File: src/rtl/alu_ctrl_unit.sv
// alu_ctrl_unit: three-state sequencer between an instruction source and a combinational ALU.
// Define CU_RETIRE_CNT_EN to add the retire_cnt output and its counter.
module alu_ctrl_unit #(
    parameter int NREGS = 32,
    parameter int DW    = 32
) (
    input  logic          clk,
    input  logic          rst_n,
    input  logic          instr_valid,
    output logic          instr_ready,
    input  logic [31:0]   instr,
    output logic [5:0]    alu_op,
    output logic [DW-1:0] alu_a,
    output logic [DW-1:0] alu_b,
    output logic          alu_cin,
    input  logic [DW-1:0] alu_res,
    input  logic          alu_cout,
    input  logic          alu_z,
    input  logic          alu_n,
    output logic          done,
    output logic          err,
    output logic [2:0]    flags,
`ifdef CU_RETIRE_CNT_EN
    output logic [31:0]   retire_cnt,
`endif
    input  logic [4:0]    dbg_addr,
    output logic [DW-1:0] dbg_data
);
    localparam int RW = (NREGS > 1) ? $clog2(NREGS) : 1;

    localparam logic [5:0] OP_ADD = 6'b010000;
    localparam logic [5:0] OP_SUB = 6'b010001;
    localparam logic [5:0] OP_EQ  = 6'b100000;
    localparam logic [5:0] OP_NE  = 6'b100001;
    localparam logic [5:0] OP_LE  = 6'b100010;
    localparam logic [5:0] OP_GT  = 6'b100011;
    localparam logic [5:0] OP_SLL = 6'b110000;
    localparam logic [5:0] OP_SRL = 6'b110001;
    localparam logic [5:0] OP_SRA = 6'b110010;

    typedef enum logic [1:0] {
        IDLE,
        EXEC,
        WB
    } state_t;

    state_t        state;
    state_t        state_d;

    logic [DW-1:0] rf [NREGS];
    logic [RW-1:0] rd;
    logic [RW-1:0] rs1;
    logic [RW-1:0] rs2;
    logic [RW-1:0] rd_q;
    logic [DW-1:0] res_q;
    logic          cout_q;
    logic          z_q;
    logic          n_q;
    logic          legal_q;
    logic          legal;
    logic          is_addsub;
    logic          accept;
    logic          wb_en;
    logic          unused_bits;

    assign rd  = instr[21 +: RW];
    assign rs1 = instr[16 +: RW];
    assign rs2 = instr[11 +: RW];

    // Index bits above RW and the low instruction field carry no meaning here.
    assign unused_bits = ^{instr[25:0], dbg_addr};

    // alu_op is held from issue through writeback, so it doubles as the decoded opcode.
    always_comb begin
        legal     = 1'b0;
        is_addsub = 1'b0;
        unique case (alu_op)
            OP_ADD, OP_SUB: begin
                legal     = 1'b1;
                is_addsub = 1'b1;
            end
            OP_EQ, OP_NE, OP_LE, OP_GT,
            OP_SLL, OP_SRL, OP_SRA: begin
                legal = 1'b1;
            end
            default: begin
                legal = 1'b0;
            end
        endcase
    end

    always_ff @(posedge clk or negedge rst_n) begin
        if (!rst_n) begin
            state <= IDLE;
        end else begin
            state <= state_d;
        end
    end

    always_comb begin
        state_d     = state;
        instr_ready = 1'b0;
        done        = 1'b0;
        err         = 1'b0;
        unique case (state)
            IDLE: begin
                instr_ready = 1'b1;
                if (instr_valid) begin
                    state_d = EXEC;
                end
            end
            EXEC: begin
                state_d = WB;
            end
            WB: begin
                done    = 1'b1;
                err     = ~legal_q;
                state_d = IDLE;
            end
            default: begin
                state_d = IDLE;
            end
        endcase
    end

    assign accept  = instr_valid & instr_ready;
    assign wb_en   = (state == WB) & legal_q;
    assign alu_cin = flags[2];

    always_ff @(posedge clk or negedge rst_n) begin
        if (!rst_n) begin
            alu_op  <= '0;
            alu_a   <= '0;
            alu_b   <= '0;
            rd_q    <= '0;
            res_q   <= '0;
            cout_q  <= 1'b0;
            z_q     <= 1'b0;
            n_q     <= 1'b0;
            legal_q <= 1'b0;
            flags   <= 3'b000;
        end else begin
            if (accept) begin
                alu_op <= instr[31:26];
                alu_a  <= rf[rs1];
                alu_b  <= rf[rs2];
                rd_q   <= rd;
            end
            if (state == EXEC) begin
                res_q   <= alu_res;
                cout_q  <= alu_cout;
                z_q     <= alu_z;
                n_q     <= alu_n;
                legal_q <= legal;
            end
            if (wb_en) begin
                flags[1] <= z_q;
                flags[0] <= n_q;
                if (is_addsub) begin
                    flags[2] <= cout_q;
                end
            end
        end
    end

    // r0 is never written, so it stays at its reset value of zero.
    always_ff @(posedge clk or negedge rst_n) begin
        if (!rst_n) begin
            for (int i = 0; i < NREGS; i++) begin
                rf[i] <= '0;
            end
        end else if (wb_en && (rd_q != '0)) begin
            rf[rd_q] <= res_q;
        end
    end

    assign dbg_data = rf[dbg_addr[RW-1:0]];

`ifdef CU_RETIRE_CNT_EN
    always_ff @(posedge clk or negedge rst_n) begin
        if (!rst_n) begin
            retire_cnt <= '0;
        end else if (state == WB) begin
            retire_cnt <= retire_cnt + 32'd1;
        end
    end
`endif

endmodule

File: config.mk
export PLATFORM = sky130hd
export DESIGN_NAME = alu_ctrl_unit
export DESIGN_NICKNAME = d
export VERILOG_FILES = /design/src/rtl/alu_ctrl_unit.sv
export SDC_FILE = /design/constraint.sdc
export NUM_CORES = 2
export LEC_CHECK = 0
export BUFFER_PORTS_ARGS = -buffer_cell sky130_fd_sc_hd__buf_2
export CORE_MARGIN = 2
export CORE_UTILIZATION = 60
export CTS_BUF_LIST = sky130_fd_sc_hd__clkbuf_4 sky130_fd_sc_hd__clkbuf_8
export CTS_CLUSTER_SIZE = 12
export DETAILED_ROUTE_END_ITERATION = 6
export GPL_ROUTABILITY_DRIVEN = 0
export GPL_TIMING_DRIVEN = 1
export HOLD_SLACK_MARGIN = 0.08
export PLACE_DENSITY = 0.77
export REMOVE_ABC_BUFFERS = 1
export SYNTH_ARGS = -nofsm -noshare
export SYNTH_HDL_FRONTEND = slang
export SYNTH_SLANG_ARGS = --single-unit
File: constraint.sdc
create_clock -name clk -period 3.4 [get_ports clk]
set_input_delay 0.68 -clock clk [delete_from_list [all_inputs] [get_ports clk]]
set_output_delay 0.68 -clock clk [all_outputs]
set_load 0.1 [all_outputs]
### Word level (Yosys, flattened, before mapping)

Index checks and enable logic that the tools add are counted.

* input port bits: 75
* logic and storage cells: 94
* bits in latches: 0
* memory bits (writable): 0
* memory bits (read-only): 0
* output and inout bits: 109
* memories kept: 0
* register bits: 1140

* mux-type cells: 19
* magnitude comparators: 5
* div/mod/pow operators: 0
* reduce and logical (&&, ||, !) cells: 7
* equal/unequal tests: 12
* multiply operators: 0
* bitwise gates (word level): 7
* shift-type cells: 0
* add/subtract/negate cells: 0

Operators with widths (number)
* $bwmux W1024: 1
* $bmux W32 S5: 3
* $mux W32: 7
* $demux W32 S5: 1
* $eq A6 B6 Y1 const B: 7
* $ge A6 B6 Y1 const B: 4
* $not A5 Y6: 4
* $eq A6 B5 Y1 const B: 2
* $reduce_or A9 Y1: 1
* $lt A6 B1 Y1 const B: 1
* $mux W1: 5
* $reduce_bool A5 Y1: 1
* $pmux W2 S2: 1
* $and A1 B1 Y1: 2
* $eq A2 B1 Y1 const B: 1
* $eq A2 B2 Y1 const B: 1
* $logic_and A1 B1 Y1: 2
* $logic_not A2 Y1: 1
* $mux W2: 1
* $ne A2 B2 Y1 const B: 1
* $reduce_and A2 Y1: 1
* $reduce_or A2 Y1: 1
* $not A1 Y1: 1

### Depth between registers and ports, before layout

* depth in word-level cells: 6
* depth in mapped cells: 8
* gate-level depth less buffers: 5

### Worst setup path after synthesis

OpenSTA, ideal clock, no wires.

* path kind: reg-to-output
* start point: reg state[0]
* end point: out err
* arrival: 3.247 ns
* required time: 2.720 ns
* buffers on the path: 0
* setup slack: -0.527 ns
* stages on the path, launching flop included: 3
* cell sequence: dfrtp_1 > nor2b_1 > nor2b_1

* longest elaborated chain between the ends: 2

Ends and longest elaborated chain
* start: declaration: line 47 `state_t state;`
* start signal: assignment: line 96 `state <= state_d;`
* $eq A2 B2 Y1: line 105 `unique case (state)`
* $mux W1: line 105
* end: declaration: line 21 `output logic err,`

No other way between the ends.

### Worst setup path after layout

* start point: reg rf[16] (netlist bit)
* end point: out dbg_data[16]

* longest elaborated chain between the ends: 3

Ends and longest elaborated chain
* start: declaration: line 50 `logic [DW-1:0] rf [NREGS];`
* start signal: indexed assignment: line 173 `rf[rd_q] <= res_q;`
* $bmux W32 S5: line 177 `assign dbg_data = rf[dbg_addr[RW-1:0]];`
* $mux W32 (not written as such) (2 in a row): line 177
* end: declaration: line 27 `output logic [DW-1:0] dbg_data`

No other way between the ends. The select of a mux whose other input is x is not followed.

==> flow_summary.ini <==
[timing]
unrepaired_setup_endpoints_after_global_routing = true
drv_slew = 0
post-route-min-period_ps = 3491
worstMarginPinSlew_ps = 1170
final-setup-viol-count = 28
final_hold_viol_count = 0
fin_skew_ps = 31.68
period_share_pct = 102.7
max_slew_margin_pct = 22.02
setup_ws_ps = -91.22
fmax_mhz = 286.4

[detailed_routing]
route.vias.total = 51930
route.final.wire_length_um = 230600
final_antenna_net_count = 0
average_routed_wire_per_standard_cell_um = 32.37
detail_route.iter0.violations = 7445
post-route-drc-count = 0
post_drt_via_cell_ratio = 7.290
firstDrtPassIters = 7

[run_status]
run_status = finished, violations left
violations_in_the_final_reports = setup timing

[logic_synthesis]
post-synth-top-area-fraction_pct = 42.50
netlist_instances = 5075
synth-seq-area-share_pct = 42.50
synth.lib_cells_used.distinct = 33
postSynthRegisterBits = 1140
top_cell_type_by_total_area_after_synthesis = dfrtp_1
synth.avg_cell_area_sq_um = 13.23
synthesis.yosys.warnings = 0
synth.area.top_cells = dfrtp_1, mux2_2, mux2i_1, mux4_2, a22oi_1
synth.cell_area_sq_mm = 0.06712

[critical_path]
critical_path.startpoint_type = flop
r2r_cells = 6
critical_path_peak_fanout = 2
end_kind = output port
worst-setup-path-type = flop to output port
cp_data_arrival_time_ps = 2810
timing.critical_path.required_ps = 2720

[die]
chipHeight_um = 338.5
io_pins = 184
fp.dieArea_sq_mm = 0.1146
floorplan.initialDensity_pct = 60.57
die_width_um = 338.5
core.rowCount = 122
placeableCoreArea_sq_mm = 0.1108

[global_routing]
grt_start_max_net_pins = 95
antenna_violations_before_repair = 4
grt.overflow.total = 0
wire_length_of_the_first_global_routing_pass_um = 342200
via_count_of_the_first_global_routing_pass = 52270
aggregate_global_route_resource_usage_pct = 39.58

[clock_tree]
clock_tree_from_tritoncts = yes
cts_sinks = 1140
clk_latency_ps = 890
cts_max_level = 4
cts-root-buf = clkbuf_8
maximum_count_of_clock_buffers_along_a_single_path = 3
cts_made_buffers = 192
clkTransAtPathRegs_ps = 60

[min_path]
timing.hold.worst_path_depth = 2
holdCritPathClass = input port to flop

[place]
detailedPlacementHpwl_um = 127900
dpl_cell_area_sq_mm = 0.07119
place_worst_setup_slack_ps = -255.8
count_of_input_and_output_buffers = 172

[pwr]
share_clk_of_total_power_pct = 33.1
intPower_mw = 26.63
vdd_ir_drop_max_uv = 652.8
power.density_cell_area_mw_per_mm2 = 517.8
share_comb_of_total_power_pct = 23.4
power_mw = 40.73
sequential_fraction_of_design_power_pct = 43.5
power.leakage_nw = 38.07
power_switching_mw = 14.10
swShare_pct = 34.62

[finish]
area_growth_pct = 17.18
layout.filler_cells = 7531
final_layout_size_suffix_gt1_share_pct = 44.14
finalInstanceArea_sq_mm = 0.07866
final_net_count = 5562
final_core_util_pct = 70.98

[run]
timing.max_cap.violations = 0
## sequential cells by signal, indices dropped and copies added (netlist names)
name and count:
rf 1024, alu_a 32, alu_b 32, res_q 32, alu_op 6, rd_q 5, flags 3, state 2
cout_q 1, legal_q 1, n_q 1, z_q 1
## synthesized netlist by cell type, drive strengths merged
| cell type | instances |
|---|---|
| o41ai | 65 |
| or2 | 2 |
| a22o | 128 |
| nand4b | 2 |
| a22oi | 256 |
| clkbuf | 317 |
| buf | 263 |
| and3 | 2 |
| a21oi | 129 |
| nand2 | 118 |
| mux2i | 1024 |
| and3b | 2 |
| mux2 | 1060 |
| nand3 | 3 |
| and2 | 3 |
| nand2b | 7 |
| nor4 | 2 |
| nor4b | 4 |
| nor2b | 11 |
| nor2 | 18 |
| o22ai | 64 |
| nand4 | 1 |
| mux4 | 320 |
| nor4bb | 1 |
| a221oi | 128 |
| inv | 2 |
| dfrtp | 1140 |
| nand3b | 3 |
## worst paths after layout
check	start	slack, ps	end
worst max register to register	state[0]	560	rf[795]
min in group asynchronous	rst_n	390	alu_a[27]
worst max-delay path	rf[16]	-90	dbg_data[16]
worst min register to register	rf[1007]	410	rf[1007]
max in group asynchronous	rst_n	1900	res_q[9]
worst min-delay path	alu_res[4]	130	res_q[4]
## logic make-up (layout without fill, tap and decap cells)
logic type,count (synthesis),in the layout,share of synthesized area (%)
compound gates,770,770,8.610
buf+inv,582,1139,3.894
flops,1140,1140,42.50
mux,2404,2404,43.79
other cells,0,3,0
simple gates,179,179,1.206
## layout by cell type, fill, tap and decap left out, drive strengths merged, types with 23 or more instances in the layout
| master | synthesis | routed |
|---|---|---|
| mux2i | 1024 | 1024 |
| clkbuf | 317 | 294 |
| a21oi | 129 | 129 |
| o41ai | 65 | 65 |
| nand2 | 118 | 118 |
| dfrtp | 1140 | 1140 |
| dlygate4sd3 | 0 | 44 |
| buf | 263 | 752 |
| clkinv | 0 | 23 |
| mux2 | 1060 | 1060 |
| o22ai | 64 | 64 |
| a22o | 128 | 128 |
| a22oi | 256 | 256 |
| a221oi | 128 | 128 |
| mux4 | 320 | 320 |
## worst max-delay path: stages (launching register included)
cell and delay (ps):
dfrtp_1 400, mux4_2 480, mux4_2 510, mux2_4 350, buf_12 190
## routing by layer
layer / GRT usage (%) / part of all wire, %
met5: 0 / 0.012
met4: 23.33 / 6.7
met3: 12.48 / 12
met2: 57.94 / 43
met1: 51.95 / 37
## final cells by class
cell class              instances  area (sq um)  share of cell area [%]
multi-input cells            3353         36400                   46.27
flip-flops and latches       1140         28530                   36.27
repair buffers                798          7659                   9.737
clock buffers                 292          3712                   4.720
well taps                    1488          1862                   2.367
clock inverters                47         483.0                  0.6140
inverters                       2         7.507                0.009544
diodes                          3         7.507                0.009544
## what timing repair did
| item | in CTS | in global routing |
|---|---|---|
| gates cloned | 0 | 2 |
| resized for setup | 165 | 5 |
| endpoints found under the hold margin | 79 | 0 |
| pin swaps | 0 | 0 |
| buffers inserted | 224 | 59 |
| setup endpoints to repair | 32 | 32 |
| hold buffers | 44 | 0 |
## metrics by stage
| stage | instances | TNS, ps | hold WS (ps) |
|---|---|---|---|
| global route | 7121 | -2497 | 112.6 |
| floorplan | 4495 | -420060 | 384.4 |
| detailed placement | 6452 | -6014 | 409.1 |
| finish | 7123 | -1282 | 125.3 |
| global placement | 6452 | -5920 | 409.6 |
| CTS | 7059 | -1917 | 80.59 |
## power groups by stage
stage | Sequential (mW) | Combinational, mW | Clock [mW]
after detailed placement | 17.9 | 8.65 | 0
after global routing | 17.9 | 9.98 | 14.2
after global placement | 17.8 | 8.45 | 0
after CTS | 17.5 | 9.31 | 13.5
final | 17.7 | 9.54 | 13.5
after floorplan | 18.7 | 4.31 | 0
Power figures use the tool's default switching activity.
